File: src/rtl/rob_ctrl.sv
// ---------------------------------------------------------------------------
// rob_ctrl
//
// Purpose:
//    Allocation / completion / commit controller for the reorder buffer
//    storage. Owns the circular head/tail pointers and the per-entry busy and
//    done bits. It drives the two storage write ports (wr1 for allocation,
//    wr2 for completion) and reads the head entry through rd1 so that entries
//    can retire in program order.
//
// Optional feature:
//    QU_ROB_STALL_CNT_EN - when defined, stall_cnt counts the cycles in which
//    dispatch wanted an entry but none was available (saturating, cleared
//    only by rst). When undefined, stall_cnt is tied to zero.
//
// Ports:
//    clk, rst          clock, synchronous active-high reset
//    alloc_valid/ready dispatch handshake; alloc_data is the initial cell,
//                      alloc_tag is the index that will be granted
//    cpl_valid/tag/data completion from the execution units
//    commit_valid/ready in-order retire handshake; commit_tag/commit_data
//                      describe the head entry
//    flush             discard every entry
//    full/empty/count  occupancy status
//    stall_cnt         allocation stall counter (optional feature)
//    rob_wr1_*         storage write port used by allocation
//    rob_wr2_*         storage write port used by completion
//    rob_rd1_addr/out  storage read port (combinational read of head)
// ---------------------------------------------------------------------------
module rob_ctrl #(
   parameter int ROB_DEPTH = 32,
   parameter int CELL_W    = 32
) (
   input  logic                           clk,
   input  logic                           rst,
   input  logic                           alloc_valid,
   output logic                           alloc_ready,
   input  logic [CELL_W-1:0]              alloc_data,
   output logic [$clog2(ROB_DEPTH)-1:0]   alloc_tag,
   input  logic                           cpl_valid,
   input  logic [$clog2(ROB_DEPTH)-1:0]   cpl_tag,
   input  logic [CELL_W-1:0]              cpl_data,
   output logic                           commit_valid,
   input  logic                           commit_ready,
   output logic [$clog2(ROB_DEPTH)-1:0]   commit_tag,
   output logic [CELL_W-1:0]              commit_data,
   input  logic                           flush,
   output logic                           full,
   output logic                           empty,
   output logic [$clog2(ROB_DEPTH):0]     count,
   output logic [31:0]                    stall_cnt,
   output logic                           rob_wr1_en,
   output logic [$clog2(ROB_DEPTH)-1:0]   rob_wr1_addr,
   output logic [CELL_W-1:0]              rob_wr1_in,
   output logic                           rob_wr2_en,
   output logic [$clog2(ROB_DEPTH)-1:0]   rob_wr2_addr,
   output logic [CELL_W-1:0]              rob_wr2_in,
   output logic [$clog2(ROB_DEPTH)-1:0]   rob_rd1_addr,
   input  logic [CELL_W-1:0]              rob_rd1_out
);

   localparam int AW    = $clog2(ROB_DEPTH);
   localparam int PTR_W = AW + 1;

   logic [PTR_W-1:0]     head;
   logic [PTR_W-1:0]     tail;
   logic [ROB_DEPTH-1:0] busy;
   logic [ROB_DEPTH-1:0] done;
   logic [AW-1:0]        head_idx;
   logic [AW-1:0]        tail_idx;
   logic                 alloc_fire;
   logic                 cpl_fire;
   logic                 commit_fire;

   assign head_idx = head[AW-1:0];
   assign tail_idx = tail[AW-1:0];

   // Occupancy: the extra pointer MSB is a wrap bit, so equal indices mean
   // empty when the wrap bits agree and full when they differ.
   assign empty = (head == tail);
   assign full  = (head_idx == tail_idx) && (head[PTR_W-1] != tail[PTR_W-1]);
   assign count = tail - head;

   // Handshakes. Flush masks everything; a full ROB refuses allocation even
   // when a commit frees the head in the same cycle.
   assign alloc_ready  = !full && !flush;
   assign alloc_fire   = alloc_valid && alloc_ready;
   assign cpl_fire     = cpl_valid && !flush && busy[cpl_tag] && !done[cpl_tag];
   assign commit_valid = !empty && done[head_idx] && !flush;
   assign commit_fire  = commit_valid && commit_ready;

   assign alloc_tag    = tail_idx;
   assign commit_tag   = head_idx;
   assign commit_data  = rob_rd1_out;
   assign rob_rd1_addr = head_idx;

   assign rob_wr1_en   = alloc_fire;
   assign rob_wr1_addr = tail_idx;
   assign rob_wr1_in   = alloc_data;
   assign rob_wr2_en   = cpl_fire;
   assign rob_wr2_addr = cpl_tag;
   assign rob_wr2_in   = cpl_data;

   // Pointer and per-entry state. Commit, allocation and completion never
   // touch the same entry in one cycle (commit needs done, completion needs
   // !done, allocation needs !busy), so their updates are independent.
   always_ff @(posedge clk) begin
      if (rst || flush) begin
         head <= '0;
         tail <= '0;
         busy <= '0;
         done <= '0;
      end else begin
         if (commit_fire) begin
            busy[head_idx] <= 1'b0;
            done[head_idx] <= 1'b0;
            head           <= head + PTR_W'(1);
         end
         if (alloc_fire) begin
            busy[tail_idx] <= 1'b1;
            done[tail_idx] <= 1'b0;
            tail           <= tail + PTR_W'(1);
         end
         if (cpl_fire) begin
            done[cpl_tag] <= 1'b1;
         end
      end
   end

`ifdef QU_ROB_STALL_CNT_EN
   logic [31:0] stall_q;

   // Saturating stall counter; survives flush so it reflects the whole run.
   always_ff @(posedge clk) begin
      if (rst) begin
         stall_q <= '0;
      end else if (alloc_valid && !alloc_ready && !flush && (stall_q != 32'hFFFF_FFFF)) begin
         stall_q <= stall_q + 32'd1;
      end
   end

   assign stall_cnt = stall_q;
`else
   assign stall_cnt = '0;
`endif

endmodule

File: config.mk
export PLATFORM = sky130hd
export DESIGN_NAME = rob_ctrl
export DESIGN_NICKNAME = d
export VERILOG_FILES = /design/src/rtl/rob_ctrl.sv
export SDC_FILE = /design/constraint.sdc
export NUM_CORES = 1
export LEC_CHECK = 0
export BUFFER_PORTS_ARGS = -buffer_cell sky130_fd_sc_hd__buf_2
export CAP_MARGIN = 20
export CORE_UTILIZATION = 52
export CTS_CLUSTER_SIZE = 20
export DETAILED_ROUTE_END_ITERATION = 16
export PLACE_DENSITY = 0.94
export SYNTH_ARGS = -nofsm -noshare
export SYNTH_HDL_FRONTEND = slang
export SYNTH_SLANG_ARGS = --single-unit
File: constraint.sdc
create_clock -name clk -period 7.78 [get_ports clk]
set_input_delay 0.389 -clock clk [delete_from_list [all_inputs] [get_ports clk]]
set_output_delay 0.389 -clock clk [all_outputs]
set_load 0.03 [all_outputs]
# After elaboration in Yosys (flattened, before gate mapping)
# Cells that the tools add are included.
[totals]
out_inout_bits = 165
wordCells = 60
reg_bits = 76
in_bits = 107
[classes]
n_bitwise = 7
addsub = 3
muxes = 20
reduce_logical = 17
n_eq_ne = 3
n_lt_le_gt_ge = 6
[ops]
columns = ["operator", "count"]
rows = [
  ["32-bit two-way mux", 8],
  ["32-bit AND", 3],
  ["32-bit NOT", 2],
  ["32-bit bitwise OR", 2],
  ["5-bit by 6-bit less-than comparator with 1-bit output (second input constant)", 3],
  ["1-bit binary-select mux with 5-bit select", 3],
  ["1-bit demux with 5-bit select", 3],
  ["5-bit by 1-bit >= comparator with 1-bit output (second input constant)", 3],
  ["6-bit by 1-bit adder with 6-bit output (second input constant)", 2],
  ["1-bit logical AND", 12],
  ["6-bit == test", 1],
  ["1-bit two-way mux", 6],
  ["6-bit subtractor", 1],
  ["5-bit == test", 1],
  ["1-bit logical NOT", 4],
  ["1-bit logical OR", 1],
  ["1-bit != test", 1],
]

# Logic depth before layout (Yosys ltp)
[depth]
ltp_word = 13
mapped_depth = 11
mapped_depth_nobuf = 8

# Least setup slack after synthesis
# Ideal clock, no wire load.
[synth_timing]
path_kind = "reg2out"
start = "register head[1]"
end = "output port commit_valid"
path_slack_ns = 4.578
stages_incl_launch_ff = 11
arrival_time_ns = 2.813
n_path_buf = 4
t_required_ns = 7.391
cell_sequence = "dfxtp_1 buf_6 buf_4 inv_1 ha_1 nand2_1 or3_1 clkbuf_1 inv_1 clkbuf_1 nor3_1"
[synth_between]
elab_chain_cells = 4
elab_cells_between_ends = 6
cone_classes = "eq/ne (1); mux (2); reduce/logical (3)"
[synth_rtl]
columns = ["element", "line_no", "text"]
rows = [
  ["from (decl)", "65", "logic [PTR_W-1:0] head;"],
  ["from (signal assigned)", "117", "head <= head + PTR_W'(1);"],
  ["6-bit == test", "80", "assign empty = (head == tail);"],
  ["named net empty", "49", "output logic empty,"],
  ["1-bit logical NOT", "89", "assign commit_valid = !empty && done[head_idx] && !flush;"],
  ["1-bit logical AND (2 in a row)", "89", ""],
  ["to (decl)", "43", "output logic commit_valid,"],
]
# The timed path passes the listed nets, and every way through them passes these cells. The select of a mux whose other input is x is not followed.

# Final worst setup path
[layout_timing]
start = "register head[2]"
end = "output port empty"
[layout_between]
elab_chain_cells = 1
[layout_rtl]
columns = ["element", "line_no"]
rows = [
  ["6-bit == test", "80"],
  ["to (decl)", "49"],
]
# No other way between the ends.

==> results.yml <==
routing:
  wl_um: 15100
  wire_per_inst_um: 20.7
  vias: 4772
  drtPass1Iterations: 6
  vias_per_cell: 6.56
  initialDrtViolationCount: 691
  drc: 0
  antenna_left: 0
die:
  die-area_um2: 11600
  coreArea_um2: 10800
  rows: 38
  floorplan.initialDensity_pct: 53.4
  die_h_um: 108
  io_pins: 272
  die_x_um: 108
sta:
  finalWorstSetupSlack_ns: 4.16
  fin_crit_sh_pct: 46.6
  fin_skew_ns: 0.00814
  maxSlewViolCount: 0
  final_hold_viol_count: 0
  worstMarginPinSlew_ns: 0.872
  setup_viol: 0
  min_period_ns: 3.62
  fin_setup_tns_ns: 0
  max_slew_margin_pct: 41.9
  max_freq_mhz: 276
  rsz0062_at_grt: "no"
placement:
  hpwlAfterDp_um: 10200
  gp_congestion: 0.979
  portBuffers: 47
  pre_cts_ws_ns: 4.62
  placed_cells: 711
clock_network:
  clockBufferDepth: 2
  cts.clk_slew.worst_paths_ns: 0.08
  postCtsHoldBufs: 0
  insertion_delay_ns: 0.37
  htreeDepth: 3
  cts_buffers: 9
  cts_root_buf: "clkbuf_8"
  cts_resized: 0
  clock_sinks: 76
  cts_tree: "done"
  cts_setup_buffers: 0
power_and_ir_drop:
  leakagePower_nw: 1.89
  power.density_nw_per_um2: 148
  ir_drop_mv: 0.0608
finish:
  area_growth_pct: -10.8
  nNetsFinal: 703
  layout-drive-gt1-share_pct: 14.8
  num_antenna_cells: 0
  multiInputGateArea_um2: 2950
  stdcell_count: 727
  register_area_um2: 1520
  fillCellCount: 1041
global_route:
  grt_pass1_wl_um: 23400
  antenna_found_initial: 0
  overflow: 0
  grt_pass1_vias: 4447
  grt_usage_pct: 26.7
  grt_max_degree: 44
yosys:
  yosysWarnings: 0
  ys_seq_area_share_pct: 26.3
  synth_area_leaders: "dfxtp_1 26%, buf_4 20%, mux4_1 5.4%, o21ai_0 5.4%, nand2_1 4.7%"
  async_flop_share_pct: 0
  synth_top_area_cell: "dfxtp_1"
  synth_edf_count: 0
  syn_area_um2: 5790
  synth.top_cell.area_share_pct: 26.3
  synth_flop_cell: "dfxtp_1"
  synth.avg_cell_area_um2: 8.52
  yosysUniqueCellTypes: 60
  synthCells: 680
  ys_ff_latch: 76
setup_path:
  ff2ff_setup_slack_ns: 4.60
  critPathTopFamily: "buffers and inverters"
  critPathCaptureType: "output port"
  r2r_start: "head[2]$_SDFFE_PP0N_"
  cp_cell_sequence: "inv_1, ha_1, nand3_1, or3_1, inv_1, buf_2"
  cp.arrival_ns: 3.23
  path_class: "reg2out"
  worstRegToRegCells: 7
  crit_fanout: 25
  critPathRequiredTime_ns: 7.39
  r2r_end: "done[6]$_SDFF_PP0_"
  critPathMostFrequentCell: "inv_1"
  slowest_stage: "dfxtp_1"
  cp-start-kind: "flop"
  slowest_delay_ns: 0.68
  cp_num_buf_inv: 3
run_status:
  status: "complete, no violations"
worst_hold_path:
  min_path_cells: 2
  hold_path.class: "reg2reg"
  min_to: "busy[22]$_SDFF_PP0_"
  hold_start: "busy[22]$_SDFF_PP0_"
job:
  cap_viol_max_count: 0
-- state kept, by name, summed over array words and instances, names as in the netlist --
signal	cells
tail	6
head	6
done	32
busy	32
-- Yosys cell counts, types with 4 or more instances --
cell type / count
buf_4: 155
dfxtp_1: 76
nand2_1: 72
o21ai_0: 62
clkbuf_1: 22
o32ai_1: 22
inv_1: 20
nor2_1: 20
nor4_1: 19
mux2i_1: 16
o22ai_1: 15
nand3_1: 14
a21oi_1: 13
ha_1: 13
mux4_1: 12
nor3_1: 10
and2_1: 8
nand2b_1: 7
xnor2_1: 7
buf_6: 6
buf_2: 5
mux4_2: 5
nand3b_1: 5
or2_2: 5
or3_1: 5
o211ai_1: 4
o21ai_1: 4
o31ai_1: 4
or4_1: 4
-- layer usage --
layer  global-route usage [%]  vias to the layer above  share of wire [%]
met1                     32.6                     2138                 37
met3                     10.0                      141                 15
li1                         -                     2057                  -
met2                     38.7                      436                 41
met5                        0                        -                  0
met4                     17.8                        0                7.0
-- layout make-up --
type / count / area share [%]
Timing Repair Buffer: 50 / 4.99
Sequential cell: 76 / 29.5
Clock buffer: 11 / 2.54
Tap cell: 140 / 3.39
Clock inverter: 5 / 1.02
Inverter: 20 / 1.45
Multi-Input combinational cell: 425 / 57.1
-- where the power goes --
group	leakage (nW)	total (mW)	internal [mW]	switching, mW
clock	0.0931	0.300	0.147	0.153
combinational	1.19	0.0725	0.0135	0.0590
sequential	0.612	0.390	0.389	0.000636
total	1.89	0.762	0.549	0.213
-- worst max-delay path by stage --
| stage | start | endpoint | slack (ns) | cells past startpoint |
|---|---|---|---|---|
| after global placement | head[3]$_SDFFE_PP0N_ | empty | 4.68 | 6 |
| final | head[2]$_SDFFE_PP0N_ | empty | 4.16 | 6 |
| after CTS | head[2]$_SDFFE_PP0N_ | empty | 4.22 | 6 |
| after global routing | head[3]$_SDFFE_PP0N_ | empty | 3.98 | 6 |
| after detailed placement | head[1]$_SDFFE_PP0N_ | empty | 4.62 | 7 |
| after floorplan | head[1]$_SDFFE_PP0N_ | commit_valid | 4.58 | 10 |
-- placed cells by master, fill, tap and decap left out, types with 14 or more instances in the layout --
cell and n:
o32ai_1 22, mux2i_1 16, inv_1 20, nand3_1 14
o21ai_0 62, dfxtp_1 76, conb_1 32, nand2_1 72
o22ai_1 15, nor2_1 19, nor4_1 19, buf_2 47
-- through the flow --
stage / hold WS [ns] / util (%) / area, µm² / power, mW
3_3_place_gp: 0.444 / 45.9 / 4980 / 0.469
2_1_floorplan: 0.431 / - / 5910 / 0.564
4_1_cts: 0.460 / 47.6 / 5160 / 0.759
5_1_grt: 0.479 / 47.6 / 5160 / 0.784
6_report: 0.461 / 47.6 / 5160 / 0.762
3_5_place_dp: 0.447 / 45.9 / 4980 / 0.469
-- worst reg2reg max path, delay by kind of cell (launching register included) --
kind | cells | cell delay [ns]
AO/OA/AOI/OAI | 1 | 0.34
flip-flops | 1 | 0.68
buffers and inverters | 2 | 0.82
AND/OR/NAND/NOR | 3 | 0.86
adder cells (fa/ha/maj) | 1 | 0.38
-- cell families (layout without fill, tap and decap cells) --
kind of cell | count (synthesis) | count (layout) | share of synthesized area (%)
AOI/OAI and AO/OA | 144 | 144 | 16.0
muxes | 34 | 34 | 10.3
buffers and inverters | 210 | 86 | 24.8
xor gates and xnor gates | 9 | 9 | 1.36
adders and majority gates | 14 | 14 | 3.15
DFF | 76 | 76 | 26.3
other | 1 | 32 | 0.0648
and+or+nand+nor | 192 | 192 | 18.0
(Power assumes the default switching activity.)
